$ cat src/rtl/cpu_pkg.sv
// Shared CPU core types and sizes used by the decode/operand-fetch slice.
package cpu_pkg;

    localparam int XLEN       = 32;
    localparam int REG_ADDR_W = 5;
    localparam int NUM_REGS   = 32;

    typedef logic [XLEN-1:0]       word_t;
    typedef logic [REG_ADDR_W-1:0] reg_addr_t;

    // x0 is hardwired to zero, so many paths treat address 0 specially.
    function automatic logic addr_nz(input reg_addr_t a);
        return a != '0;
    endfunction

endpackage

$ cat src/rtl/reg_scoreboard.sv
// Register busy scoreboard: one bit per architectural register marks an
// outstanding write. A set and a clear of the same bit in one cycle resolve
// to set (the new writer is the one still in flight). Bit 0 never sets.
module reg_scoreboard
    import cpu_pkg::*;
(
    input  logic                clk,
    input  logic                rst,
    input  logic                set_en_i,
    input  reg_addr_t           set_addr_i,
    input  logic                clr_en_i,
    input  reg_addr_t           clr_addr_i,
    output logic [NUM_REGS-1:0] busy_o
);

    logic [NUM_REGS-1:0] busy_q;
    logic [NUM_REGS-1:0] busy_d;

    for (genvar gi = 0; gi < NUM_REGS; gi++) begin : g_bit
        if (gi == 0) begin : g_zero
            assign busy_d[gi] = 1'b0;
        end else begin : g_reg
            assign busy_d[gi] = (set_en_i && set_addr_i == REG_ADDR_W'(gi)) ? 1'b1 :
                                (clr_en_i && clr_addr_i == REG_ADDR_W'(gi)) ? 1'b0 :
                                busy_q[gi];
        end
    end

    // Busy vector state; reset drops every outstanding write.
    always_ff @(posedge clk) begin
        if (rst) begin
            busy_q <= '0;
        end else begin
            busy_q <= busy_d;
        end
    end

    assign busy_o = busy_q;

endmodule

$ cat src/rtl/id_operand_fetch.sv
// Decode-to-execute operand fetch stage. Reads two sources from the register
// file, stalls on RAW/WAW hazards tracked by a scoreboard, and presents a
// single registered instruction slot to execute.
// Optional feature: define ID_WB_BYPASS_EN to forward same-cycle writeback
// data into a busy source instead of stalling.
module id_operand_fetch
    import cpu_pkg::*;
#(
    parameter int CTRL_W = 16
) (
    input  logic              clk,
    input  logic              rst,
    input  logic              in_valid,
    output logic              in_ready,
    input  logic [4:0]        in_rs1,
    input  logic [4:0]        in_rs2,
    input  logic [4:0]        in_rd,
    input  logic              in_rd_we,
    input  logic [CTRL_W-1:0] in_ctrl,
    output logic [4:0]        reg_read_des_addr_1,
    output logic [4:0]        reg_read_des_addr_2,
    input  logic [31:0]       read_reg_data_1,
    input  logic [31:0]       read_reg_data_2,
    input  logic              wb_en,
    input  logic [4:0]        wb_addr,
    input  logic [31:0]       wb_data,
    output logic              ex_valid,
    input  logic              ex_ready,
    output logic [31:0]       ex_op_a,
    output logic [31:0]       ex_op_b,
    output logic [4:0]        ex_rd,
    output logic              ex_rd_we,
    output logic [CTRL_W-1:0] ex_ctrl
);

    logic [NUM_REGS-1:0]   busy;
    reg_addr_t [1:0]       src_addr;
    word_t     [1:0]       src_data;
    logic      [1:0]       src_byp;
    logic      [1:0]       src_haz;
    word_t     [1:0]       op_d;
    logic                  waw_haz;
    logic                  hazard;
    logic                  xfer;
    logic                  sb_set;

    logic                  ex_valid_q;
    word_t                 ex_op_a_q;
    word_t                 ex_op_b_q;
    reg_addr_t             ex_rd_q;
    logic                  ex_rd_we_q;
    logic [CTRL_W-1:0]     ex_ctrl_q;

    assign reg_read_des_addr_1 = in_rs1;
    assign reg_read_des_addr_2 = in_rs2;

    // Index 0 is rs1 / operand A, index 1 is rs2 / operand B.
    assign src_addr = {in_rs2, in_rs1};
    assign src_data = {read_reg_data_2, read_reg_data_1};

    for (genvar gi = 0; gi < 2; gi++) begin : g_src
`ifdef ID_WB_BYPASS_EN
        assign src_byp[gi] = wb_en && (wb_addr == src_addr[gi]);
`else
        assign src_byp[gi] = 1'b0;
`endif
        assign src_haz[gi] = addr_nz(src_addr[gi]) && busy[src_addr[gi]] && !src_byp[gi];
        // x0 reads zero no matter what the file or the bypass offers.
        assign op_d[gi]    = !addr_nz(src_addr[gi]) ? '0 :
                             (src_byp[gi] && busy[src_addr[gi]]) ? wb_data :
                             src_data[gi];
    end

    // A second writer to a busy rd waits; writeback order must stay intact.
    assign waw_haz  = in_rd_we && addr_nz(in_rd) && busy[in_rd];
    assign hazard   = (|src_haz) || waw_haz;
    assign in_ready = !rst && (!ex_valid_q || ex_ready) && !hazard;
    assign xfer     = in_valid && in_ready;
    assign sb_set   = xfer && in_rd_we && addr_nz(in_rd);

    reg_scoreboard u_sb (
        .clk        (clk),
        .rst        (rst),
        .set_en_i   (sb_set),
        .set_addr_i (in_rd),
        .clr_en_i   (wb_en),
        .clr_addr_i (wb_addr),
        .busy_o     (busy)
    );

    // Execute slot: load on transfer, drop valid once consumed, otherwise hold.
    always_ff @(posedge clk) begin
        if (rst) begin
            ex_valid_q <= 1'b0;
            ex_op_a_q  <= '0;
            ex_op_b_q  <= '0;
            ex_rd_q    <= '0;
            ex_rd_we_q <= 1'b0;
            ex_ctrl_q  <= '0;
        end else if (xfer) begin
            ex_valid_q <= 1'b1;
            ex_op_a_q  <= op_d[0];
            ex_op_b_q  <= op_d[1];
            ex_rd_q    <= in_rd;
            ex_rd_we_q <= in_rd_we;
            ex_ctrl_q  <= in_ctrl;
        end else if (ex_ready) begin
            ex_valid_q <= 1'b0;
        end
    end

    assign ex_valid = ex_valid_q;
    assign ex_op_a  = ex_op_a_q;
    assign ex_op_b  = ex_op_b_q;
    assign ex_rd    = ex_rd_q;
    assign ex_rd_we = ex_rd_we_q;
    assign ex_ctrl  = ex_ctrl_q;

endmodule

$ cat config.mk
export PLATFORM = sky130hd
export DESIGN_NAME = id_operand_fetch
export DESIGN_NICKNAME = d
export VERILOG_FILES = /design/src/rtl/cpu_pkg.sv /design/src/rtl/reg_scoreboard.sv /design/src/rtl/id_operand_fetch.sv
export SDC_FILE = /design/constraint.sdc
export NUM_CORES = 1
export LEC_CHECK = 0
export CORE_ASPECT_RATIO = 1.5
export CORE_UTILIZATION = 46
export DETAILED_ROUTE_END_ITERATION = 10
export PLACE_DENSITY_LB_ADDON = 0.1
export SETUP_SLACK_MARGIN = 0.15
export SLEW_MARGIN = 5
export SYNTH_ARGS = -nofsm -noshare
export SYNTH_HDL_FRONTEND = slang
export SYNTH_HIERARCHICAL = 1
export SYNTH_SLANG_ARGS = --single-unit
export TNS_END_PERCENT = 50
$ cat constraint.sdc
create_clock -name clk -period 5.95 [get_ports clk]
set_clock_uncertainty 0.1 [all_clocks]
set_input_delay 1.4875 -clock clk [delete_from_list [all_inputs] [get_ports clk]]
set_output_delay 1.4875 -clock clk [all_outputs]
set_load 0.03 [all_outputs]
* After elaboration in Yosys (flattened, before gate mapping)
Cells that the tools add are included.
** Operators by class
- Order comparisons :: 3
- Eq/ne operators :: 62
- Muxes and demuxes :: 72
- Reduce and logical (&&, ||, !) cells :: 112
** Operators by type and width (count)
- equality test 5 bit, second input constant :: 32
- equality test 5 x 4 -> 1 bit, second input constant :: 16
- logical AND 1 bit :: 71
- 2-to-1 mux 1 bit :: 67
- 2-to-1 mux 32 bit :: 2
- nonzero test 2 bit :: 32
- equality test 5 x 3 -> 1 bit, second input constant :: 8
- equality test 5 x 2 -> 1 bit, second input constant :: 4
- < comparator 5 x 6 -> 1 bit, second input constant :: 3
- binary-select mux 1 bit (select 5 bit) :: 3
- nonzero test 5 bit :: 3
- equality test 5 x 1 -> 1 bit, second input constant :: 2
- logical NOT 1 bit :: 3
- logical OR 1 bit :: 2
- OR reduction 2 bit :: 1
** Word-level totals
- Bits in registers :: 119
- Input bits :: 138
- Word-level logic and storage cells :: 287

* Logic depth before layout (Yosys ltp)
Gate-level depths: netlist of run 1.
- Depth after elaboration :: 12
- Mapped depth :: 11

* Cells and area by module
The synthesis of run 1 kept the hierarchy.
** Modules (own cells, without submodules)
- id_operand_fetch :: times used 1, cells an instance 464, area each 4695.8 sq um, sequential area each 1741.7 sq um
- reg_scoreboard :: times used 1, cells an instance 137, area each 1317.5 sq um, sequential area each 620.6 sq um

* Least setup slack after synthesis of run 1
No wires, ideal clock.
- Path kind :: in2out
- Start :: input port in_rd[0]
- End :: output port in_ready
- Arrival :: 3.151 ns
- Required time :: 4.363 ns
- Slack :: 1.212 ns
- Stages :: 7
- Path buffers :: 1
- Cell sequence :: buf_2 mux4_2 mux2i_1 mux2i_1 a22oi_1 o21ai_2 nor2_1
** On the way
- Cells in the longest elaborated chain, start to end :: 6
- Elaborated cells on any way between the ends :: 8
- Classes of those cells :: mux: 2; reduce/logical: 6
** RTL lines
- start, declared :: RTL line id_operand_fetch.sv:17 : input logic [4:0] in_rd,
- binary-select mux 1 bit (select 5 bit) or nonzero test 5 bit (tied branches) :: RTL line id_operand_fetch.sv:75, cpu_pkg.sv:13
- 2-to-1 mux 1 bit (not written as such) or logical AND 1 bit (tied branches) :: RTL line id_operand_fetch.sv:75 : assign waw_haz = in_rd_we && addr_nz(in_rd) && busy[in_rd];
- logical AND 1 bit (*) :: RTL line id_operand_fetch.sv:75
- logical OR 1 bit (*) :: RTL line id_operand_fetch.sv:76 : assign hazard = (|src_haz) || waw_haz;
- logical NOT 1 bit (*) :: RTL line id_operand_fetch.sv:77 : assign in_ready = !rst && (!ex_valid_q || ex_ready) && !hazard;
- logical AND 1 bit (*) :: RTL line id_operand_fetch.sv:77
- end, declared :: RTL line id_operand_fetch.sv:14 : output logic in_ready,
Every way passes the cells marked *; elsewhere a longest branch is shown, timed or not. The select of a mux whose other input is x is not followed.

* Worst setup path in the final report of run 1
- Start :: input port in_rs1[0]
- End :: output port in_ready
** On the way
- Cells in the longest elaborated chain, start to end :: 7
- Elaborated cells on any way between the ends :: 8
- Classes of those cells :: mux: 2; reduce/logical: 6
** RTL lines
- start, declared :: RTL line id_operand_fetch.sv:15 : input logic [4:0] in_rs1,
- binary-select mux 1 bit (select 5 bit)
- 2-to-1 mux 1 bit (not written as such) :: RTL line id_operand_fetch.sv:67 : assign src_haz[gi] = addr_nz(src_addr[gi]) && busy[src_addr[gi]] && !src_byp[gi];
- logical AND 1 bit (*) :: RTL line id_operand_fetch.sv:67
- OR reduction 2 bit (*) :: RTL line id_operand_fetch.sv:76
- logical OR 1 bit (*) :: RTL line id_operand_fetch.sv:76
- logical NOT 1 bit (*) :: RTL line id_operand_fetch.sv:77
- logical AND 1 bit (*) :: RTL line id_operand_fetch.sv:77
Marks and branches as above.

==> results of run 1 <==
## cells in the mapped netlist, drive strengths merged, types with 3 or more instances
cell type    n
nand3        3
mux4        22
nand4bb      3
nor2         8
mux2i       95
nand2       70
buf         27
dfxtp      118
clkbuf      27
o211ai      25
o21ai       33
inv          3
mux2         3
nand4b       5
o311ai       7
nand2b     114
nand3b       6
or3          3
## state kept, by name (all words and copies together) (netlist names)
signal       flops
ex_op_a         32
ex_rd            5
ex_valid         1
ex_op_b         32
ex_ctrl         16
ex_rd_we         1
u_sb/busy_o     31
## final timing paths
kind | from | depth (start not counted) | to
worst max register to register | u_sb/busy_o[30] | 9 | u_sb/busy_o[2]
worst max-delay path | in_rs1[0] | 7 | in_ready
worst min register to register | ex_op_b[18] | 2 | ex_op_b[18]
worst min-delay path | ex_op_b[18] | 2 | ex_op_b[18]
## per-stage QoR
stage                     utilization, %  std cells
after floorplan                        -        601
after global placement              63.2        917
after detailed placement            63.2        917
after CTS                           68.0        949
after global routing                68.0        949
final                               68.0        949
## layout make-up
| cell class | count | area, um2 | share of cell area, % |
|---|---|---|---|
| timing repair buffer | 214 | 2120 | 24.7 |
| tap | 156 | 195 | 2.27 |
| clock buffer | 18 | 439 | 5.11 |
| sequential | 118 | 2360 | 27.5 |
| multi-input combinational | 426 | 3300 | 38.3 |
| inverter | 3 | 11.3 | 0.131 |
| clock inverter | 14 | 173 | 2.01 |
## cells by family after synthesis
logic type,synth area share (%)
AND/OR/NAND/NOR,21.1
multiplexers,24.6
flip-flops,39.3
AO/OA/AOI/OAI,8.86
buffers and inverters,6.08
other,0.0624
## critical path, cell delays in order
cell             delay (ns)
clkdlybuf4s50_1        0.86
mux4_2                 0.58
mux2i_1                0.21
a31oi_1                0.11
a311o_1                0.40
nor2_1                 0.15
buf_4                  0.18
## per-layer routing
metal	GRT usage [%]	share of wire [%]	vias to the layer above
met5	0	0	-
met4	14.3	3.7	0
met3	5.82	7.0	44
met2	46.7	53	221
met1	26.3	36	2457
li1	-	-	2482
## power by group through the flow
stage | Clock, mW | Sequential [mW] | Combinational (mW)
final | 1.06 | 0.826 | 0.335
after global routing | 1.12 | 0.828 | 0.355
after CTS | 1.08 | 0.826 | 0.337
after detailed placement | 0 | 0.843 | 0.335
after global placement | 0 | 0.842 | 0.331
after floorplan | 0 | 0.888 | 0.142
==> impl_metrics.py, run 1 <==
metrics = {
    "outcome": {
        "status": "complete, no violations",
    },
    "finish": {
        "antenna_cells": 0,
        "nets": 918,
        "syn2layout_area_growth_pct": 42.9,
        "final_common_cell": "clkdlybuf4s50_1",
        "fillers": 1020,
        "most-common-layout-cells": "201 x clkdlybuf4s50_1, 118 x dfxtp_1, 114 x nand2b_1",
        "design_area_um2": 8600,
        "drive_gt1_share_pct": 10.1,
    },
    "route": {
        "routedWlPerCell_um": 18.2,
        "wl_um": 17200,
        "drt-initial-drc-count": 232,
        "first_pass_iters": 4,
        "drc": 0,
        "postRouteAntennaNets": 0,
        "vias": 5204,
        "viasPerCell": 5.48,
    },
    "power": {
        "comb_power_share_pct": 15.1,
        "swShare_pct": 25.5,
        "p_leak_nw": 3.02,
        "finalPower_mw": 2.22,
        "p_int_mw": 1.65,
        "power_density_nw_per_um2": 258,
        "peakVddDrop_mv": 0.184,
        "p_sw_mw": 0.567,
        "p_clk_share_pct": 47.7,
        "power_frac_seq_pct": 37.2,
    },
    "floorplanning": {
        "die_w_um": 95.4,
        "design.portCount": 236,
        "chipHeight_um": 142,
        "die_area_um2": 13500,
        "fp.coreArea_um2": 12600,
        "rows": 50,
        "initial_utilization_pct": 47.6,
    },
    "synthesis": {
        "ys_top_cells_by_area": "dfxtp_1 39%, mux2i_1 16%, nand2b_1 12%",
        "synth_top_area_cell": "dfxtp_1",
        "synth-main-ff-cell": "dfxtp_1",
        "syn_avg_cell_area_um2": 10.0,
        "ys_types": 46,
        "synthesis.area_um2": 6010,
        "ys_ff_latch": 118,
        "synth_enable_flop_cells": 0,
        "yosysSeqAreaShare_pct": 39.3,
        "syn_nets": 739,
        "ys.warnings.count": 6,
        "async_flop_share_pct": 0,
        "synth_top_area_share_pct": 39.3,
        "netlist_instances": 601,
    },
    "timing": {
        "fmax_mhz": 180,
        "post-route-period-util_pct": 93.6,
        "layout_setup_ws_ns": 0.380,
        "hold_ws_ns": 0.371,
        "hold_violations": 0,
        "period_needed_ns": 5.57,
        "rsz0062_at_grt": "no",
        "fin_tns_setup_ns": 0,
        "setup_viol": 0,
        "slew_viol_final": 0,
        "max_slew_margin_pct": 39.0,
        "worst_pin_slew_ns": 0.915,
    },
    "clock_network": {
        "cts_sinks": 118,
        "path_clk_slew_ns": 0.06,
        "cts_max_path_buffers": 2,
        "cts_tree": "done",
        "cts_buffers": 17,
        "htree_levels": 4,
        "clkLatencyLatePin_ns": 0.41,
        "clock-root-buffer": "clkbuf_16",
        "post_cts_buffers": 0,
        "cts-resized-gates": 0,
        "ctsHoldBuffers": 0,
    },
    "critical_path": {
        "cp_max_fo": 9,
        "cp-start-kind": "primary input",
        "arrival_ns": 3.98,
        "critPathCaptureType": "output port",
        "ff2ff_setup_slack_ns": 3.06,
        "worstPathRequired_ns": 4.36,
        "criticalPathCategory": "primary input to output port",
    },
    "grt": {
        "grt_pass1_wl_um": 26500,
        "grt_usage_pct": 25.7,
        "overflow": 0,
        "grt_pass1_vias": 5318,
        "antenna_found_initial": 0,
        "grt_max_degree": 117,
    },
    "hold_path": {
        "hold_class": "register to register",
    },
    "place": {
        "place_congestion": 0.920,
        "pre_cts_slack_ns": 0.346,
        "dpl-instance-area_um2": 7980,
        "port_buffers": 203,
        "dp_hpwl_um": 12500,
    },
    "job": {
        "cap_violations": 0,
    },
}
Power figures use the tool's default switching activity.
==> run 2, diff against run 1 <==
- CAP_MARGIN: unset -> 20
==> results of run 2 <==
Same layout as run 1: the final DEF is identical, and so are final timing and power.
